===== src/rtl/onewire_slave_ds18b20.sv =====
// 1-wire responder emulating a DS18B20: skip-ROM (CC), convert (44) and read scratchpad (BE).
// Define ONEWIRE_SLV_CRC_EN to fill scratchpad byte 8 with the Dallas CRC8 of bytes 0..7.
module onewire_slave_ds18b20 #(
  parameter int unsigned FCLK     = 125,
  parameter int unsigned TRST_MIN = 480,
  parameter int unsigned TPDH     = 30,
  parameter int unsigned TPDL     = 120,
  parameter int unsigned TSAMPLE  = 30,
  parameter int unsigned TRDL     = 30
) (
  input  logic        clk,
  input  logic        rst,
  input  logic        dq_i,
  output logic        dq_oe,
  input  logic [15:0] temp_in,
  output logic        conv_start,
  output logic        cmd_valid,
  output logic [7:0]  func_cmd,
  output logic        presence,
  output logic        busy
);
  localparam int TW = (FCLK > 1) ? $clog2(FCLK) : 1;
  localparam int LW = $clog2(TRST_MIN + 1);

  localparam logic [2:0] IDLE    = 3'd0;
  localparam logic [2:0] RST_LOW = 3'd1;
  localparam logic [2:0] PD_WAIT = 3'd2;
  localparam logic [2:0] PD_LOW  = 3'd3;
  localparam logic [2:0] ROM_RX  = 3'd4;
  localparam logic [2:0] FUNC_RX = 3'd5;
  localparam logic [2:0] TX      = 3'd6;

  logic [2:0]    state;
  logic          dq_meta, dq_sync, dq_prev;
  logic [TW-1:0] tick_cnt;
  logic [LW-1:0] low_cnt;
  logic [7:0]    us_cnt;
  logic [6:0]    bit_cnt;
  logic [7:0]    shift;
  logic          slot, sampled, sample_bit, drive;
  logic [15:0]   temp_lat;
  logic [7:0]    byte8;
  logic [63:0]   sp_low;
  logic [71:0]   scratch;
  logic          edge_seen, fall, tick, tick_wrap, bus_rst, tx_last;
  logic [7:0]    rx_byte;

  assign edge_seen = dq_sync ^ dq_prev;
  assign fall      = dq_prev & ~dq_sync;
  assign tick_wrap = (tick_cnt == TW'(FCLK - 1));
  // Any line edge restarts the prescaler so slot timing is measured from the edge itself.
  assign tick      = tick_wrap & ~edge_seen;
  assign bus_rst   = (low_cnt == LW'(TRST_MIN)) & ~dq_sync & ~drive;
  assign rx_byte   = {sample_bit, shift[7:1]};
  assign tx_last   = (bit_cnt == 7'd71);

  assign sp_low  = {8'h10, 8'h0C, 8'hFF, 8'h7F, 8'h46, 8'h4B, temp_lat};
  assign scratch = {byte8, sp_low};

`ifdef ONEWIRE_SLV_CRC_EN
  function automatic logic [7:0] crc8(input logic [63:0] data);
    logic [7:0] crc;
    crc = 8'h00;
    for (int i = 0; i < 64; i++) begin
      if (crc[0] ^ data[i]) crc = (crc >> 1) ^ 8'h8C;
      else                  crc = crc >> 1;
    end
    return crc;
  endfunction
  assign byte8 = crc8(sp_low);
`else
  assign byte8 = 8'h00;
`endif

  always_ff @(posedge clk) begin
    if (rst) begin
      state      <= IDLE;
      dq_meta    <= 1'b1;
      dq_sync    <= 1'b1;
      dq_prev    <= 1'b1;
      tick_cnt   <= '0;
      low_cnt    <= '0;
      us_cnt     <= '0;
      bit_cnt    <= '0;
      shift      <= '0;
      slot       <= 1'b0;
      sampled    <= 1'b0;
      sample_bit <= 1'b0;
      drive      <= 1'b0;
      temp_lat   <= 16'h0550;
      func_cmd   <= '0;
      cmd_valid  <= 1'b0;
      conv_start <= 1'b0;
    end else begin
      dq_meta    <= dq_i;
      dq_sync    <= dq_meta;
      dq_prev    <= dq_sync;
      cmd_valid  <= 1'b0;
      conv_start <= 1'b0;

      if (edge_seen || tick_wrap) tick_cnt <= '0;
      else                        tick_cnt <= tick_cnt + 1'b1;

      if (dq_sync || drive)                          low_cnt <= '0;
      else if (tick && low_cnt != LW'(TRST_MIN))     low_cnt <= low_cnt + 1'b1;

      if (bus_rst) begin
        state   <= RST_LOW;
        drive   <= 1'b0;
        slot    <= 1'b0;
        sampled <= 1'b0;
        bit_cnt <= '0;
      end else begin
        case (state)
          IDLE: ;
          RST_LOW: if (dq_sync) begin
            state  <= PD_WAIT;
            us_cnt <= '0;
          end
          PD_WAIT: if (tick) begin
            if (us_cnt == 8'(TPDH - 1)) begin
              state  <= PD_LOW;
              drive  <= 1'b1;
              us_cnt <= '0;
            end else us_cnt <= us_cnt + 1'b1;
          end
          PD_LOW: if (tick) begin
            if (us_cnt == 8'(TPDL - 1)) begin
              state   <= ROM_RX;
              drive   <= 1'b0;
              bit_cnt <= '0;
              slot    <= 1'b0;
              sampled <= 1'b0;
            end else us_cnt <= us_cnt + 1'b1;
          end
          ROM_RX, FUNC_RX: begin
            if (fall) begin
              slot    <= 1'b1;
              sampled <= 1'b0;
              us_cnt  <= '0;
            end else if (slot && tick) begin
              if (!sampled) begin
                us_cnt <= us_cnt + 1'b1;
                if (us_cnt == 8'(TSAMPLE - 1)) begin
                  sampled    <= 1'b1;
                  sample_bit <= dq_sync;
                end
              end else begin
                slot    <= 1'b0;
                sampled <= 1'b0;
                // A line still held low one tick past the sample point discards the slot.
                if (dq_sync) begin
                  shift   <= rx_byte;
                  bit_cnt <= bit_cnt + 1'b1;
                  if (bit_cnt == 7'd7) begin
                    bit_cnt <= '0;
                    if (state == ROM_RX) begin
                      state <= (rx_byte == 8'hCC) ? FUNC_RX : IDLE;
                    end else begin
                      cmd_valid <= 1'b1;
                      func_cmd  <= rx_byte;
                      if (rx_byte == 8'h44) begin
                        temp_lat   <= temp_in;
                        conv_start <= 1'b1;
                        state      <= IDLE;
                      end else if (rx_byte == 8'hBE) begin
                        state <= TX;
                      end else begin
                        state <= IDLE;
                      end
                    end
                  end
                end
              end
            end
          end
          TX: begin
            if (drive) begin
              if (tick) begin
                if (us_cnt == 8'(TRDL - 1)) begin
                  drive   <= 1'b0;
                  bit_cnt <= tx_last ? 7'd0 : bit_cnt + 1'b1;
                  if (tx_last) state <= IDLE;
                end else us_cnt <= us_cnt + 1'b1;
              end
            end else if (fall) begin
              if (scratch[bit_cnt]) begin
                bit_cnt <= tx_last ? 7'd0 : bit_cnt + 1'b1;
                if (tx_last) state <= IDLE;
              end else begin
                drive  <= 1'b1;
                us_cnt <= '0;
              end
            end
          end
          default: state <= IDLE;
        endcase
      end
    end
  end

  assign dq_oe    = drive & ~rst;
  assign presence = drive & (state == PD_LOW) & ~rst;
  assign busy     = (state != IDLE) & ~rst;

endmodule


===== config.mk =====
export PLATFORM = sky130hd
export DESIGN_NAME = onewire_slave_ds18b20
export DESIGN_NICKNAME = d
export VERILOG_FILES = /design/src/rtl/onewire_slave_ds18b20.sv
export SDC_FILE = /design/constraint.sdc
export NUM_CORES = 1
export LEC_CHECK = 0
export ABC_AREA = 1
export CORE_MARGIN = 8
export CORE_UTILIZATION = 40
export DETAILED_ROUTE_END_ITERATION = 10
export PLACE_DENSITY = 0.69
export RECOVER_POWER = 25
export SLEW_MARGIN = 20
export SYNTH_ARGS = -nofsm -noshare
export SYNTH_HDL_FRONTEND = slang
export SYNTH_SLANG_ARGS = --single-unit

===== constraint.sdc =====
create_clock -name clk -period 5.78 [get_ports clk]
set_clock_uncertainty 0.2 [all_clocks]
set_input_delay 0.867 -clock clk [delete_from_list [all_inputs] [get_ports clk]]
set_output_delay 0.867 -clock clk [all_outputs]
set_load 0.005 [all_outputs]

# Word level (Yosys, flattened, before mapping)
# Index checks and enable logic that the tools add are counted.
word_totals:
  ff_bits: 75
  output_inout_bits: 13
op_classes:
  addsub: 4
  n_lt_le_gt_ge: 1
  n_eq_ne: 51
  n_mux: 73
  bitwise_logic: 21
  reduce_logical: 27
ops:
  columns: ["op", "count"]
  rows:
  - ["two-way mux 8 bit", 13]
  - ["two-way mux 7 bit", 13]
  - ["two-way mux 3 bit", 20]
  - ["!= test 3 bit, second input constant", 19]
  - ["one-hot mux 8 bit (5 select lines)", 1]
  - ["AND reduction 15 bit", 2]
  - ["!= test 2 bit, second input constant", 12]
  - ["one-hot mux 7 bit (3 select lines)", 1]
  - ["two-way mux 1 bit", 20]
  - ["one-hot mux 3 bit (6 select lines)", 1]
  - ["== test 8 x 7 -> 1 bit, second input constant", 2]
  - ["== test 8 bit, second input constant", 2]
  - ["!= test 4 bit, second input constant", 4]
  - ["adder 7 x 1 -> 7 bit, second input constant", 2]
  - ["== test 7 bit, second input constant", 2]
  - ["NOT 1 bit", 12]
  - ["AND reduction 12 bit", 1]
  - ["AND reduction 6 bit", 2]
  - ["AND reduction 11 bit", 1]
  - ["AND reduction 5 bit", 2]
  - ["adder 9 x 1 -> 9 bit, second input constant", 1]
  - ["== test 3 bit, second input constant", 3]
  - ["== test 9 bit, second input constant", 1]
  - ["!= test 9 bit, second input constant", 1]
  - ["other kinds (23)", 39]

# Depth between registers and ports, before layout
logic_depth:
  depth_word: 11
  mapped_depth: 18
  ltp_nobuf: 16

# Worst setup path after synthesis
# OpenSTA, ideal clock, no wires.
synth_path:
  path_kind: "input to output"
  start: "input port rst"
  end: "output port presence"
  arrival_time_ns: 1.532
  t_required_ns: 4.713
  setup_slack_ns: 3.181
  path_stages: 3
  n_path_buf: 2
  cell_sequence: "clkbuf_1 clkbuf_1 nor3_1"
synth_via:
  elab_chain_cells: 2
synth_rtl:
  columns: ["element", "line", "rtl"]
  rows:
  - ["start, declared", "12", "input logic rst,"]
  - ["NOT 1 bit", "203", "assign presence = drive & (state == PD_LOW) & ~rst;"]
  - ["bitwise AND 1 bit", "203", null]
  - ["end, declared", "19", "output logic presence,"]
# Every way passes these cells.

# Worst setup path after layout
# Ends and elaborated chain as after synthesis.

==> summary.json <==
{
  "status": "finished, final reports clean",
  "switchingPower_uw": 652,
  "mostFrequentLayoutCell": "nand2_1",
  "layout_worst_path_cycle_share": 0.601,
  "critPathMaxStageDelay_ns": 0.76,
  "ir_drop_uv": 144,
  "number_of_unique_standard_cell_types_used_by_synthesis": 42,
  "cts_inserted_buffers": 9,
  "first_pass_iteration_count_of_the_detailed_router": 4,
  "layout_overhead_on_the_synthesized_area_pct": 14.0,
  "crit_path_max_fanout": 15,
  "die-height_um": 119,
  "top_ff_cell_synth": "dfxtp_1",
  "synth_area_per_cell_um2": 6.86,
  "critical_path_buf_inv_count": 2,
  "dr_total_vias": 4139,
  "clock_pin_slew_on_the_worst_setup_and_hold_paths_ns": 0.09,
  "power-per-cell-area_nw_per_um2": 322,
  "final_critical_path_setup_slack_ns": 2.31,
  "post_cts_resized": 0,
  "multi_input_area_um2": 2290,
  "synth.yosys.warnings": 0,
  "replace_congestion": 0.948,
  "boundaryPins": 32,
  "max_cap_violations": 0,
  "count_of_endpoints_failing_hold_in_the_final_timing_report": 0,
  "cellInternalPower_uw": 893,
  "cp_data_required_time_ns": 4.71,
  "drt_iter0_markers": 209,
  "postSynth.asyncResetShare": 0,
  "critical_path.startpoint_type": "input port",
  "grtUsageTotal": 0.151,
  "final_design_area_no_fill_um2": 4790,
  "core-area_um2": 10300,
  "clk_path_buf_depth": 2,
  "final_cell_mix": "nand2_1 (125), inv_1 (85), dfxtp_1 (74)",
  "n_antenna_cell": 0,
  "tightest_slew_ns": 0.803,
  "min_path_type": "reg -> reg",
  "regToRegStartpoint": "dq_sync$_SDFF_PP1_",
  "cpLargestDelayFamily": "buffers and inverters",
  "layout-drive-gt1-share": 0.0742,
  "period_needed_ns": 3.47,
  "final-seq-area_um2": 1480,
  "synth_sequential_area_ratio": 0.352,
  "grt_antenna_before_repair": 0,
  "gr-total-overflow": 0,
  "rrSetupSlack_ns": 2.91,
  "pre_cts_slack_ns": 2.28,
  "p_seq_frac": 0.393,
  "placed_area_um2": 4610,
  "worst_path_max_delay_cell": "dlygate4sd3_1",
  "worstHoldEndpoint": "dq_sync$_SDFF_PP1_",
  "initial_core_utilization": 0.409,
  "mapped_cell_area_um2": 4210,
  "clock_sink_count": 74,
  "crit-reg2reg-capture": "temp_lat[12]$_SDFFE_PP0P_",
  "r2r_cells": 9,
  "drt-vias-per-instance": 5.29,
  "synth_enable_flop_cells": 0,
  "switching_share": 0.422,
  "setup_repair_bufs_after_cts": 0,
  "finalNetCount": 673,
  "port_buffers": 31,
  "syn_nets": 644,
  "tritoncts": "built",
  "drcViolationCount": 0,
  "critical_path.endpoint_type": "output port",
  "cell_breakdown_of_the_critical_path": "dlygate4sd3_1, nor3_1, clkdlybuf4s50_1",
  "ctsHtreeMaxLevel": 3,
  "maxSlewHeadroom": 0.463,
  "dieArea_um2": 14100,
  "detail_route.wl_per_cell_um": 13.4,
  "ctsHoldBuffers": 0,
  "min_from": "dq_meta$_SDFF_PP1_",
  "unrepaired_setup_endpoints_after_global_routing": "no",
  "p_leak_uw": 0.00196,
  "whs_ns": 0.222,
  "number_of_core_rows": 37,
  "fmaxAchievable_mhz": 288,
  "finalSetupViolCount": 0,
  "grt_start_max_net_pins": 29,
  "synth_cells": 613,
  "n_fill_cell": 1095,
  "worst_hold_path.num_cells": 1,
  "antenna_violating_nets_post_route": 0,
  "clock_power_share": 0.255,
  "dieWidth_um": 119,
  "power.share.combinational": 0.351,
  "slew_violations": 0,
  "worst-endpoint-arrival_ns": 2.41,
  "wl_mm": 10.5,
  "ys_seq_elements": 74,
  "insertion_delay_ns": 0.36,
  "clock-root-buffer": "clkbuf_8",
  "detailed_place_hpwl_mm": 7.66,
  "vias_in_the_first_global_route": 3875,
  "setup_tns_ns": 0,
  "critPathKind": "in -> out",
  "grt_pass1_wl_mm": 18.0
}
## cells by family (layout without fill, tap and decap cells)
| group | count (synthesis) | after routing | share of synthesized area |
|---|---|---|---|
| AO/OA/AOI/OAI | 99 | 99 | 0.143 |
| flip-flops | 74 | 74 | 0.352 |
| adder cells (fa/ha/maj) | 12 | 12 | 0.0357 |
| AND/OR/NAND/NOR | 317 | 317 | 0.356 |
| XOR/XNOR | 6 | 6 | 0.0125 |
| buffers and inverters | 105 | 139 | 0.101 |
## Yosys cell counts, types with 3 or more instances
cell	number	area share
a211oi_1	10	0.018
a211oi_2	6	0.018
a21oi_1	40	0.048
buf_2	6	0.0071
clkbuf_1	5	0.0045
dfxtp_1	74	0.35
ha_1	12	0.036
inv_1	85	0.076
inv_2	5	0.0045
nand2_1	123	0.11
nand2_2	5	0.0074
nand3_1	66	0.079
nand3_2	3	0.0071
nand4_1	19	0.028
nor2_1	63	0.056
nor2_2	3	0.0045
nor2_4	3	0.0080
nor3_1	10	0.012
nor3b_1	4	0.0071
nor4_1	6	0.0089
o2111ai_1	3	0.0062
o211ai_1	3	0.0054
o21ai_0	27	0.032
o21ai_1	5	0.0059
xor2_1	5	0.010
## metal layers
metal	share of wire	vias up	global-route usage
met1	0.47	1892	0.193
met4	0.013	0	0.0553
li1	-	2093	-
met3	0.071	11	0.0390
met2	0.44	143	0.241
met5	0	-	0
## layout make-up
type | count | share of cell area
multi-input cells | 434 | 0.477
flip-flops and latches | 74 | 0.309
inverters | 90 | 0.0705
repair buffers | 33 | 0.0678
well taps | 136 | 0.0355
clock buffers | 9 | 0.0258
clock inverters | 7 | 0.0144
## power by group through the flow
stage / combinational, uW / clock (uW) / sequential [uW]
finish: 543 / 395 / 607
global route: 620 / 433 / 614
CTS: 538 / 411 / 606
detailed placement: 534 / 0 / 617
global placement: 525 / 0 / 614
floorplan: 429 / 0 / 587
## per-stage QoR
step                 util  power, uW  std cells
CTS                 0.468       1550        783
global route        0.467       1670        783
floorplan               -       1020        613
finish              0.467       1540        783
detailed placement  0.449       1150        767
global placement    0.449       1140        767
## how the worst max path moves through the flow
stage                    end  from  cells after the start  slack [ns]
CTS                 presence   rst                      3        2.28
floorplan           presence   rst                      3        3.18
detailed placement  presence   rst                      3        2.28
global route        presence   rst                      3        2.19
finish              presence   rst                      3        2.31
global placement    presence   rst                      3        2.26
## flip-flops by register name (all words and copies together) (netlist names)
name and cells:
cmd_valid 1, shift 7, dq_meta 1, tick_cnt 7, conv_start 1, func_cmd 8
state 3, slot 1, sample_bit 1, sampled 1, bit_cnt 7, dq_prev 1
temp_lat 16, drive 1, low_cnt 9, dq_sync 1, us_cnt 8
(Power assumes the default switching activity.)
